**src/rtl/raster_stamp_rx_pkg.sv**
```systemverilog
// Shared types for the raster stamp receiver: stamp layout, fetch FSM encoding
// and the lane-valid rule.
package VX_raster_pkg;

    localparam int RASTER_POS_W  = 8;
    localparam int RASTER_MASK_W = 4;
    localparam int RASTER_PID_W  = 6;

    typedef struct packed {
        logic [RASTER_POS_W-1:0]  pos_x;
        logic [RASTER_POS_W-1:0]  pos_y;
        logic [RASTER_MASK_W-1:0] mask;
        logic [RASTER_PID_W-1:0]  pid;
    } raster_stamp_t;

    localparam int RASTER_RX_STATE_W = 2;

    typedef enum logic [RASTER_RX_STATE_W-1:0] {
        RX_IDLE = 2'd0,
        RX_WAIT = 2'd1,
        RX_RESP = 2'd2
    } raster_rx_state_e;

    // A lane carries work only if at least one pixel of its stamp is covered.
    function automatic logic lane_active(input raster_stamp_t s);
        return s.mask != '0;
    endfunction

endpackage

```
**src/rtl/raster_stamp_fifo.sv**
```systemverilog
// Circular bundle buffer with synchronous flush; write data is visible the
// cycle after the push (no fall-through path).
module raster_stamp_fifo #(
    parameter int WIDTH = 8,
    parameter int DEPTH = 8
) (
    input  logic                       clk,
    input  logic                       reset_n,
    input  logic                       flush_i,
    input  logic                       push_i,
    input  logic [WIDTH-1:0]           data_i,
    input  logic                       pop_i,
    output logic [WIDTH-1:0]           data_o,
    output logic                       full_o,
    output logic                       empty_o,
    output logic [$clog2(DEPTH+1)-1:0] count_o
);
    localparam int AW = $clog2(DEPTH);
    localparam int CW = $clog2(DEPTH+1);

    logic [AW-1:0]    wr_ptr_q, rd_ptr_q;
    logic [CW-1:0]    count_q;
    logic [WIDTH-1:0] mem_q [DEPTH];
    logic             do_push, do_pop;

    assign full_o  = (count_q == CW'(DEPTH));
    assign empty_o = (count_q == '0);
    assign count_o = count_q;
    assign data_o  = mem_q[rd_ptr_q];
    assign do_push = push_i && !full_o;
    assign do_pop  = pop_i && !empty_o;

    always_ff @(posedge clk or negedge reset_n) begin
        if (!reset_n) begin
            wr_ptr_q <= '0;
            rd_ptr_q <= '0;
            count_q  <= '0;
        end else if (flush_i) begin
            wr_ptr_q <= '0;
            rd_ptr_q <= '0;
            count_q  <= '0;
        end else begin
            if (do_push) wr_ptr_q <= wr_ptr_q + AW'(1);
            if (do_pop)  rd_ptr_q <= rd_ptr_q + AW'(1);
            count_q <= count_q + CW'(do_push) - CW'(do_pop);
        end
    end

    // Storage needs no reset; the pointers define what is valid.
    always_ff @(posedge clk) begin
        if (do_push && !flush_i) mem_q[wr_ptr_q] <= data_i;
    end

endmodule

```
**src/rtl/raster_stamp_rx.sv**
```systemverilog
// Core-side raster receiver: buffers stamp bundles and answers one outstanding
// warp fetch at a time. Define RASTER_RX_PERF_EN to add the perf counter ports.
module raster_stamp_rx
    import VX_raster_pkg::*;
#(
    parameter int NUM_LANES  = 4,
    parameter int FIFO_DEPTH = 8,
    parameter int TAG_WIDTH  = 4
) (
    input  logic                            clk,
    input  logic                            reset_n,
    input  logic                            clear,
    input  logic                            in_valid,
    input  raster_stamp_t [NUM_LANES-1:0]   in_stamps,
    input  logic                            in_done,
    output logic                            in_ready,
    input  logic                            fetch_valid,
    input  logic [TAG_WIDTH-1:0]            fetch_tag,
    output logic                            fetch_ready,
    output logic                            rsp_valid,
    output logic [TAG_WIDTH-1:0]            rsp_tag,
    output raster_stamp_t [NUM_LANES-1:0]   rsp_stamps,
    output logic [NUM_LANES-1:0]            rsp_mask,
    output logic                            rsp_done,
    input  logic                            rsp_ready,
    output logic                            busy
`ifdef RASTER_RX_PERF_EN
    ,
    output logic [43:0]                     perf_stamps_out,
    output logic [43:0]                     perf_stall_out
`endif
);
    localparam int BW = NUM_LANES * $bits(raster_stamp_t);
    localparam int CW = $clog2(FIFO_DEPTH+1);

    raster_rx_state_e              state_q, state_d;
    logic [TAG_WIDTH-1:0]          tag_q, tag_d;
    raster_stamp_t [NUM_LANES-1:0] stamps_q, stamps_d, head;
    logic [NUM_LANES-1:0]          mask_q, mask_d, head_mask;
    logic                          done_q, done_d;
    logic                          done_seen_q, done_seen_d;
    logic                          init_q;
    logic                          fifo_full, fifo_empty, push, pop, in_accept, take;
    logic [CW-1:0]                 fifo_count;

    raster_stamp_fifo #(.WIDTH(BW), .DEPTH(FIFO_DEPTH)) u_fifo (
        .clk     (clk),
        .reset_n (reset_n),
        .flush_i (clear),
        .push_i  (push),
        .data_i  (in_stamps),
        .pop_i   (pop),
        .data_o  (head),
        .full_o  (fifo_full),
        .empty_o (fifo_empty),
        .count_o (fifo_count)
    );

    for (genvar l = 0; l < NUM_LANES; l++) begin : g_lane
        assign head_mask[l] = lane_active(head[l]);
    end

    // clear wins over a same-cycle beat even though in_ready may read high.
    assign in_ready    = init_q && !fifo_full && !done_seen_q;
    assign in_accept   = in_valid && in_ready && !clear;
    assign push        = in_accept && !in_done;
    assign done_seen_d = clear ? 1'b0 : (done_seen_q || (in_accept && in_done));

    assign fetch_ready = (state_q == RX_IDLE);
    assign rsp_valid   = (state_q == RX_RESP);
    assign rsp_tag     = tag_q;
    assign rsp_stamps  = stamps_q;
    assign rsp_mask    = mask_q;
    assign rsp_done    = done_q;
    assign busy        = (fifo_count != '0) || (state_q != RX_IDLE);
    assign take        = (state_q == RX_WAIT) || (state_q == RX_IDLE && fetch_valid);

    always_comb begin
        state_d  = state_q;
        tag_d    = tag_q;
        stamps_d = stamps_q;
        mask_d   = mask_q;
        done_d   = done_q;
        pop      = 1'b0;
        if (state_q == RX_IDLE && fetch_valid) tag_d = fetch_tag;
        if (state_q == RX_RESP) begin
            if (rsp_ready) state_d = RX_IDLE;
        end else if (take) begin
            // A flushing cycle sees neither data nor done: the fetch waits.
            if (!clear && !fifo_empty) begin
                pop      = 1'b1;
                stamps_d = head;
                mask_d   = head_mask;
                done_d   = 1'b0;
                state_d  = RX_RESP;
            end else if (!clear && done_seen_q) begin
                stamps_d = '0;
                mask_d   = '0;
                done_d   = 1'b1;
                state_d  = RX_RESP;
            end else begin
                state_d  = RX_WAIT;
            end
        end
    end

    always_ff @(posedge clk or negedge reset_n) begin
        if (!reset_n) begin
            state_q     <= RX_IDLE;
            tag_q       <= '0;
            stamps_q    <= '0;
            mask_q      <= '0;
            done_q      <= 1'b0;
            done_seen_q <= 1'b0;
            init_q      <= 1'b0;
        end else begin
            state_q     <= state_d;
            tag_q       <= tag_d;
            stamps_q    <= stamps_d;
            mask_q      <= mask_d;
            done_q      <= done_d;
            done_seen_q <= done_seen_d;
            init_q      <= 1'b1;
        end
    end

`ifdef RASTER_RX_PERF_EN
    logic [43:0] perf_stamps_q, perf_stall_q, lanes_out;

    always_comb begin
        lanes_out = '0;
        for (int i = 0; i < NUM_LANES; i++) lanes_out = lanes_out + 44'(mask_q[i]);
    end

    always_ff @(posedge clk or negedge reset_n) begin
        if (!reset_n) begin
            perf_stamps_q <= '0;
            perf_stall_q  <= '0;
        end else begin
            if (rsp_valid && rsp_ready) perf_stamps_q <= perf_stamps_q + lanes_out;
            if (state_q == RX_WAIT)     perf_stall_q  <= perf_stall_q + 44'd1;
        end
    end

    assign perf_stamps_out = perf_stamps_q;
    assign perf_stall_out  = perf_stall_q;
`endif

endmodule

```
**config.mk**
```make
export PLATFORM = sky130hd
export DESIGN_NAME = raster_stamp_rx
export DESIGN_NICKNAME = d
export VERILOG_FILES = /design/src/rtl/raster_stamp_rx_pkg.sv /design/src/rtl/raster_stamp_fifo.sv /design/src/rtl/raster_stamp_rx.sv
export SDC_FILE = /design/constraint.sdc
export NUM_CORES = 1
export LEC_CHECK = 0
export CAP_MARGIN = 30
export CORE_MARGIN = 8
export CORE_UTILIZATION = 45
export DETAILED_ROUTE_END_ITERATION = 12
export HOLD_SLACK_MARGIN = 0.08
export PLACE_DENSITY = 0.66
export SKIP_CTS_REPAIR_TIMING = 1
export SLEW_MARGIN = 20
export SYNTH_ARGS = -nofsm -noshare
export SYNTH_HDL_FRONTEND = slang
export SYNTH_HIERARCHICAL = 1
export SYNTH_SLANG_ARGS = --single-unit
```
**constraint.sdc**
```tcl
create_clock -name clk -period 27.4 [get_ports clk]
set_clock_uncertainty 0.05 [all_clocks]
set_input_delay 8.22 -clock clk [delete_from_list [all_inputs] [get_ports clk]]
set_output_delay 8.22 -clock clk [all_outputs]
set_load 0.02 [all_outputs]
```
==> flow_metrics.tcl, run 1 <==
set metrics [dict create \
    yosys-top-cells-count "edfxtp_1 (832), mux4_2 (208), dfrtp_1 (127)" \
    ys_ff_latch 959 \
    drt_first_pass_iters 5 \
    cts_tree "done" \
    start_kind "primary input" \
    ant_nets 0 \
    initial_core_util_pct 45.5 \
    drv_slew 0 \
    die_h_um 299 \
    clockBufferDepth 3 \
    place.gp.congestion 0.696 \
    clkTransAtPathRegs_ns 0.06 \
    maxCapViolations 0 \
    fmax_mhz 83.2 \
    utilization_pct 54.4 \
    synth_area_mm2 0.0360 \
    p_leak_nw 13.9 \
    grt_pass1_vias 17900 \
    die_area_mm2 0.0894 \
    grt_usage_pct 17.1 \
    hpwl_mm 45.0 \
    fin_nets 1965 \
    synth_top_area_cell "edfxtp_1" \
    htreeDepth 3 \
    layout.cells.non_filler 2982 \
    vias_per_cell 5.56 \
    grt_max_degree 105 \
    cp.arrival_ns 12.23 \
    design_area_mm2 0.0430 \
    crit_fanout 39 \
    status "finished clean" \
    synth.most_common_cell "edfxtp_1" \
    drc 0 \
    num_vias 16600 \
    antenna_found_initial 16 \
    p_per_area_mw_per_mm2 83.0 \
    place_inst 2789 \
    synth-edff-count 832 \
    yosysSeqAreaShare_pct 78.2 \
    tightest_slew_ns 0.985 \
    final-hold-violation-count 0 \
    synthTopCellsByArea "edfxtp_1 (69%), mux4_2 (13%), dfrtp_1 (8.8%), mux2_2 (3.4%), a22o_1 (2.6%)" \
    hp-class "reg -> reg" \
    grt_overflow 0 \
    endpoint_kind "register" \
    cts-buffers-inserted 97 \
    ioPinCount 232 \
    synthFlopType "edfxtp_1" \
    die_x_um 299 \
    synth.distinct_cells 34 \
    yosys.area.top_type_share_pct 69.4 \
    coreArea_mm2 0.0791 \
    grt_pass1_wl_mm 116 \
    period_needed_ns 12.02 \
    port_buffers 231 \
    synth_nets 1680 \
    insertion_delay_ns 0.64 \
    tns_ns 0 \
    drt_iter0_drc 1295 \
    rsz0062_at_grt "no" \
    ir_worst_vdd_mv 0.0652 \
    cts.sinks 959 \
    finalCritPeriodShare_pct 43.9 \
    max-slew-margin-rel_pct 34.2 \
    area_delta_synth_final_pct 19.4 \
    syn-mean-instance-area_um2 23.2 \
    drive_above_1_share_pct 26.8 \
    wl_per_cell_um 25.8 \
    synth_warnings 6 \
    path_class "in -> reg" \
    async_flop_share_pct 13.2 \
    row_count 103 \
    cts_root_buffer "clkbuf_16" \
    setup_viol 0 \
    drt_wl_total_mm 76.9 \
    dpl_cell_area_mm2 0.0397 \
    required_ns 27.61 \
    holdWs_ns 0.448 \
    syn_inst 1556 \
]
layout make-up:
| type | instances | area (um2) |
|---|---|---|
| fillers | 5902 | 36100 |
| flip-flops and latches | 959 | 28200 |
| multi-input cells | 504 | 7430 |
| repair buffers | 269 | 2800 |
| clock buffers | 123 | 2630 |
| well taps | 1050 | 1310 |
| clock inverters | 59 | 613 |
| inverters | 10 | 37.5 |
| diodes | 8 | 20.0 |
worst paths after layout:
check | start | to | cells after the start | slack, ns
setup reg to reg | u_fifo/count_o[2] | u_fifo/mem_q[2][20] | 12 | 22.58
hold / removal | rsp_stamps[75] | rsp_stamps[75] | 1 | 0.45
max in group asynchronous | reset_n | rsp_stamps[41] | 2 | 18.38
min in group asynchronous | reset_n | rsp_stamps[47] | 1 | 7.53
setup / recovery | clear | u_fifo/mem_q[2][20] | 7 | 15.38
hold reg to reg | rsp_stamps[75] | rsp_stamps[75] | 1 | 0.45
sequential cells by signal (all words and copies together), names as in the netlist:
register / cells
u_fifo/wr_ptr_q: 3
rsp_mask: 4
u_fifo/rd_ptr_q: 3
state_q: 2
rsp_tag: 4
init_q: 1
u_fifo/mem_q: 832
rsp_stamps: 104
u_fifo/count_o: 4
rsp_done: 1
done_seen_q: 1
cells by family (layout without fill, tap and decap cells):
logic type | count (synthesis) | after routing | share of synthesized area (%)
DFF | 959 | 959 | 78.2
muxes | 318 | 318 | 16.4
AOI/OAI and AO/OA | 123 | 123 | 2.85
buffers and inverters | 93 | 461 | 1.37
and+or+nand+nor | 52 | 52 | 0.799
adders and majority gates | 9 | 9 | 0.333
other | 1 | 9 | 0.0104
xor gates and xnor gates | 1 | 1 | 0.0243
power breakdown:
part           switching [mW]  internal (mW)
Sequential             0.0613           1.68
Clock                   0.536          0.783
Combinational           0.258          0.249
metal layers:
layer	up-vias	GRT usage (%)	part of all wire, %
li1	7133	-	-
met1	8918	23.3	43
met2	410	27.7	49
met3	119	4.05	5.8
met4	8	4.32	2.0
met5	-	0	0.055
cell usage in the layout (no fill, tap or decap), types with 6 or more instances in the layout:
| master | n |
|---|---|
| dfrtp_1 | 124 |
| nor2_1 | 9 |
| clkbuf_8 | 6 |
| edfxtp_1 | 832 |
| clkinv_2 | 23 |
| clkbuf_16 | 99 |
| a21oi_1 | 8 |
| inv_1 | 10 |
| mux4_2 | 208 |
| nand2b_1 | 7 |
| clkbuf_1 | 18 |
| bufinv_16 | 11 |
| a22o_1 | 108 |
| clkdlybuf4s50_1 | 230 |
| buf_16 | 7 |
| buf_4 | 26 |
| clkinv_1 | 18 |
| diode_2 | 8 |
| mux2_2 | 109 |
| nor2_4 | 6 |
| ha_1 | 8 |
critical path, cell delays in order:
cell and delay [ns]:
clkdlybuf4s50_1 0.76, nor3_1 0.49, inv_1 0.16, or4_1 0.74, nor2_4 0.54, buf_4 0.64
buf_4 0.60
through the flow:
| step | setup slack (ns) | power, mW |
|---|---|---|
| 2_1_floorplan | 10.41 | 2.01 |
| 3_3_place_gp | 14.35 | 2.27 |
| 3_5_place_dp | 14.72 | 2.28 |
| 4_1_cts | 15.38 | 3.61 |
| 5_1_grt | 15.14 | 3.70 |
| 6_report | 15.38 | 3.57 |
(Power assumes the default switching activity.)
==> inputs of run 2 (changes only) <==
==> constraint.sdc (replaced) <==
create_clock -name clk -period 11.6 [get_ports clk]
set_clock_uncertainty 0.05 [all_clocks]
set_input_delay 3.48 -clock clk [delete_from_list [all_inputs] [get_ports clk]]
set_output_delay 3.48 -clock clk [all_outputs]
set_load 0.02 [all_outputs]
==> run 2 against run 1 <==
Against the previous run: sequential share of layout area up 0.059 points; critical path depth did not move; register-to-register slack got worse by 16 ns; critical path type unchanged.
==> flow_metrics.tcl, run 2 (synthesis results as in run 1) <==
set metrics [dict create \
    insertion_delay_ns 0.66 \
    p_per_area_mw_per_mm2 197 \
    grt_overflow 0 \
    endpoint_kind "register" \
    die_h_um 299 \
    layout.cells.non_filler 2979 \
    period_needed_ns 7.30 \
    start_kind "primary input" \
    place_inst 2782 \
    maxCapViolations 0 \
    regMostFlops "u_fifo/mem_q" \
    num_vias 16700 \
    finalCritPeriodShare_pct 62.9 \
    ant_nets 0 \
    grt_pass1_vias 17900 \
    wl_per_cell_um 26.0 \
    largest_register_ffs 832 \
    final-hold-violation-count 0 \
    hp-class "reg -> reg" \
    grt_max_degree 124 \
    area_delta_synth_final_pct 19.3 \
    drv_slew 0 \
    cts.sinks 959 \
    cts_root_buffer "clkbuf_16" \
    drc 0 \
    drt_iter0_drc 1201 \
    total_power_mw 8.48 \
    row_count 103 \
    vias_per_cell 5.60 \
    combPwrFrac_pct 14.1 \
    port_buffers 231 \
    swShare_pct 24.3 \
    clkTransAtPathRegs_ns 0.06 \
    clockPowerShare_pct 37.4 \
    place.gp.congestion 0.718 \
    fillCellCount 6020 \
    layout_common_cells "edfxtp_1 (832), clkdlybuf4s50_1 (230), mux4_2 (208), dfrtp_1 (124), mux2_2 (109)" \
    status "finished clean" \
    tns_ns 0 \
    die_area_mm2 0.0894 \
    drt_first_pass_iters 4 \
    p_leak_nw 13.9 \
    max-slew-margin-rel_pct 33.7 \
    coreArea_mm2 0.0791 \
    crit_fanout 56 \
    grt_usage_pct 17.2 \
    setup_viol 0 \
    path_class "in -> reg" \
    hpwl_mm 43.7 \
    ir_worst_vdd_mv 0.155 \
    p_seq_share_pct 48.5 \
    p_switching_mw 2.06 \
    fin_nets 1959 \
    initial_core_util_pct 45.5 \
    required_ns 11.82 \
    design_area_mm2 0.0430 \
    fmax_mhz 137 \
    rsz0062_at_grt "no" \
    cts_tree "done" \
    htreeDepth 3 \
    tightest_slew_ns 0.995 \
    clockBufferDepth 3 \
    drive_above_1_share_pct 26.8 \
    cp.arrival_ns 7.52 \
    antenna_found_initial 15 \
    p_int_mw 6.42 \
    utilization_pct 54.3 \
    grt_pass1_wl_mm 117 \
    ioPinCount 232 \
    die_x_um 299 \
    layout_commonest_cell "edfxtp_1" \
    drt_wl_total_mm 77.5 \
    cts-buffers-inserted 98 \
    dpl_cell_area_mm2 0.0396 \
]
==> run 2: layout make-up <==
type	instances	area, um2	share of cell area (%)
Clock inverter	57	662	1.54
Inverter	10	37.5	0.0873
Clock buffer	128	2670	6.20
Sequential cell	959	28200	65.5
Tap cell	1050	1310	3.06
Timing Repair Buffer	262	2660	6.19
Multi-Input combinational cell	504	7440	17.3
Antenna cell	9	22.5	0.0524
==> run 2: path summary, 6_finish.rpt <==
path	from	to	slack, ns	depth (start not counted)
min in group asynchronous	reset_n	rsp_stamps[44]	2.81	1
worst min register to register	rsp_stamps[40]	rsp_stamps[40]	0.45	1
worst min-delay path	rsp_stamps[40]	rsp_stamps[40]	0.45	1
worst max register to register	u_fifo/count_o[2]	u_fifo/mem_q[0][19]	6.59	12
max in group asynchronous	reset_n	u_fifo/rd_ptr_q[2]	7.38	2
worst max-delay path	clear	u_fifo/mem_q[0][19]	4.30	7
==> run 2: stage by stage <==
step	setup slack (ns)	hold slack [ns]
2_1_floorplan	2.14	0.426
3_3_place_gp	3.69	0.433
3_5_place_dp	3.65	0.433
4_1_cts	4.32	0.451
5_1_grt	4.07	0.461
6_report	4.30	0.446
==> run 2: layer usage <==
layer	part of all wire (%)	track usage [%]	up-vias
met5	0.054	0	-
met4	1.7	3.82	6
met3	6.1	4.29	109
met2	48	27.6	456
met1	44	23.9	8960
li1	-	-	7151
==> run 2: critical path: stages <==
cell and delay (ns):
clkdlybuf4s50_1 0.74, nor3_1 0.59, inv_1 0.15, or4_1 0.76, nor3_4 0.18, buf_4 0.74, buf_4 0.76
==> run 2: power by group through the flow <==
stage	registers, mW	logic [mW]	clock network (mW)
2_1_floorplan	4.39	0.356	0
3_3_place_gp	4.18	1.18	0
3_5_place_dp	4.18	1.21	0
4_1_cts	4.11	1.21	3.24
5_1_grt	4.14	1.27	3.38
6_report	4.11	1.20	3.17
==> inputs of run 3 (changes only) <==
--- a/config.mk
+++ b/config.mk
@@ -10,7 +10,7 @@
 export CORE_UTILIZATION = 45
 export DETAILED_ROUTE_END_ITERATION = 12
 export HOLD_SLACK_MARGIN = 0.08
-export PLACE_DENSITY = 0.66
+export PLACE_DENSITY = 0.69
 export SKIP_CTS_REPAIR_TIMING = 1
 export SLEW_MARGIN = 20
 export SYNTH_ARGS = -nofsm -noshare
==> constraint.sdc (replaced) <==
create_clock -name clk -period 6.2 [get_ports clk]
set_clock_uncertainty 0.05 [all_clocks]
set_input_delay 1.86 -clock clk [delete_from_list [all_inputs] [get_ports clk]]
set_output_delay 1.86 -clock clk [all_outputs]
set_load 0.02 [all_outputs]
==> run 3 against run 2 <==
Against the previous run: global-route usage decreased by 0.28 points; combinational power up 83%; critical path type unchanged; highest routed layer unchanged; die area is the same.
==> flow_metrics.tcl, run 3 (synthesis results as in run 1) <==
set metrics [dict create \
    status "finished clean" \
    finalCritPeriodShare_pct 77.3 \
    endpoint_kind "register" \
    drive_above_1_share_pct 26.8 \
    maxCapViolations 0 \
    drt_iter0_drc 1398 \
    p_per_area_mw_per_mm2 360 \
    largest_register_ffs 832 \
    cts_tree "done" \
    final-hold-violation-count 0 \
    num_vias 16700 \
    whs_path_depth 1 \
    place_inst 2800 \
    coreArea_mm2 0.0791 \
    die_h_um 299 \
    design_area_mm2 0.0430 \
    fmax_mhz 209 \
    drt_first_pass_iters 5 \
    reg2reg_depth 11 \
    hp-class "reg -> reg" \
    rrSetupSlack_ns 1.88 \
    port_buffers 231 \
    drv_slew 0 \
    cts.sinks 959 \
    fin_nets 1970 \
    cp.arrival_ns 5.05 \
    ioPinCount 232 \
    place.gp.congestion 0.745 \
    ir_worst_vdd_mv 0.263 \
    hold_start "rsp_stamps[44]" \
    layout_common_cells "edfxtp_1 (832), clkdlybuf4s50_1 (230), mux4_2 (208), dfrtp_1 (124), mux2_2 (109)" \
    holdWs_ns 0.446 \
    vias_per_cell 5.60 \
    max-slew-margin-rel_pct 40.7 \
    clkTransAtPathRegs_ns 0.06 \
    start_kind "primary input" \
    wl_per_cell_um 25.6 \
    cts_root_buffer "clkbuf_16" \
    grt_max_degree 113 \
    grt_pass1_wl_mm 116 \
    htreeDepth 3 \
    tightest_slew_ns 0.887 \
    grt_pass1_vias 17700 \
    hpwl_mm 45.5 \
    dpl_cell_area_mm2 0.0399 \
    drc 0 \
    setup_viol 0 \
    layout.cells.non_filler 2981 \
    grt_usage_pct 16.9 \
    hold_end "rsp_stamps[44]" \
    antenna_found_initial 14 \
    required_ns 6.45 \
    rsz0062_at_grt "no" \
    path_class "in -> reg" \
    clockBufferDepth 3 \
    die_x_um 299 \
    regMostFlops "u_fifo/mem_q" \
    reg2reg_to "u_fifo/mem_q[0][85]" \
    area_delta_synth_final_pct 19.3 \
    p_leak_nw 13.9 \
    initial_core_util_pct 45.5 \
    reg2reg_from "u_fifo/count_o[2]" \
    row_count 103 \
    grt_overflow 0 \
    crit_fanout 18 \
    period_needed_ns 4.79 \
    cts-buffers-inserted 94 \
    insertion_delay_ns 0.63 \
    die_area_mm2 0.0894 \
    ant_nets 0 \
    drt_wl_total_mm 76.3 \
    layout_commonest_cell "edfxtp_1" \
]
## run 3: changes by cell type in the layout (fill, tap and decap cells not counted), sizes merged
cell and change:
buf +15, clkinv -7, diode -3, bufinv -2, inv -1
## run 3: critical path, stage by stage
cell and delay (ns):
clkdlybuf4s50_1 0.40, buf_4 0.20, nor3_1 0.47, inv_1 0.18, or4_1 0.77, nor3_4 0.76
buf_4 0.40
## run 3: worst max-delay path by stage
stage | start | end | slack (ns) | depth (start not counted)
2_1_floorplan | in_valid | u_fifo/mem_q[4][0] | -1.64 | 5
3_3_place_gp | clear | u_fifo/mem_q[0][11] | 0.76 | 7
3_5_place_dp | clear | u_fifo/mem_q[0][13] | 0.82 | 7
4_1_cts | clear | u_fifo/mem_q[0][85] | 1.48 | 7
5_1_grt | clear | u_fifo/mem_q[0][85] | 1.33 | 7
6_report | clear | u_fifo/mem_q[0][85] | 1.41 | 7
## run 3: power breakdown
| part | switching [mW] | internal (mW) | total (mW) | leakage [nW] |
|---|---|---|---|---|
| registers | 0.259 | 7.43 | 7.69 | 9.12 |
| clock network | 2.33 | 3.28 | 5.61 | 1.51 |
| logic | 1.10 | 1.10 | 2.20 | 3.27 |
| total | 3.69 | 11.8 | 15.5 | 13.9 |
## run 3: area by class of cell
| type | instances | area, um2 |
|---|---|---|
| sequential | 959 | 28200 |
| fill | 5869 | 36100 |
| clock inverter | 47 | 494 |
| multi-input combinational | 504 | 7440 |
| antenna | 6 | 15.0 |
| timing repair buffer | 277 | 2920 |
| inverter | 10 | 37.5 |
| tap | 1050 | 1310 |
| clock buffer | 128 | 2590 |
## run 3: per-stage QoR
step / util (%) / power [mW] / setup WS [ns] / TNS (ns)
global route: 54.3 / 16.0 / 1.33 / 0
floorplan: - / 8.89 / -1.64 / -906.76
global placement: 50.3 / 10.0 / 0.760 / 0
CTS: 54.3 / 15.7 / 1.48 / 0
finish: 54.3 / 15.5 / 1.41 / 0
detailed placement: 50.4 / 10.0 / 0.821 / 0
## run 3: metal layers
metal,GRT usage [%],vias to the layer above,wire [um]
li1,-,7142,-
met1,23.6,8944,33000
met2,27.0,484,37100
met3,4.11,111,4830
met4,4.22,14,1310
met5,0,-,92
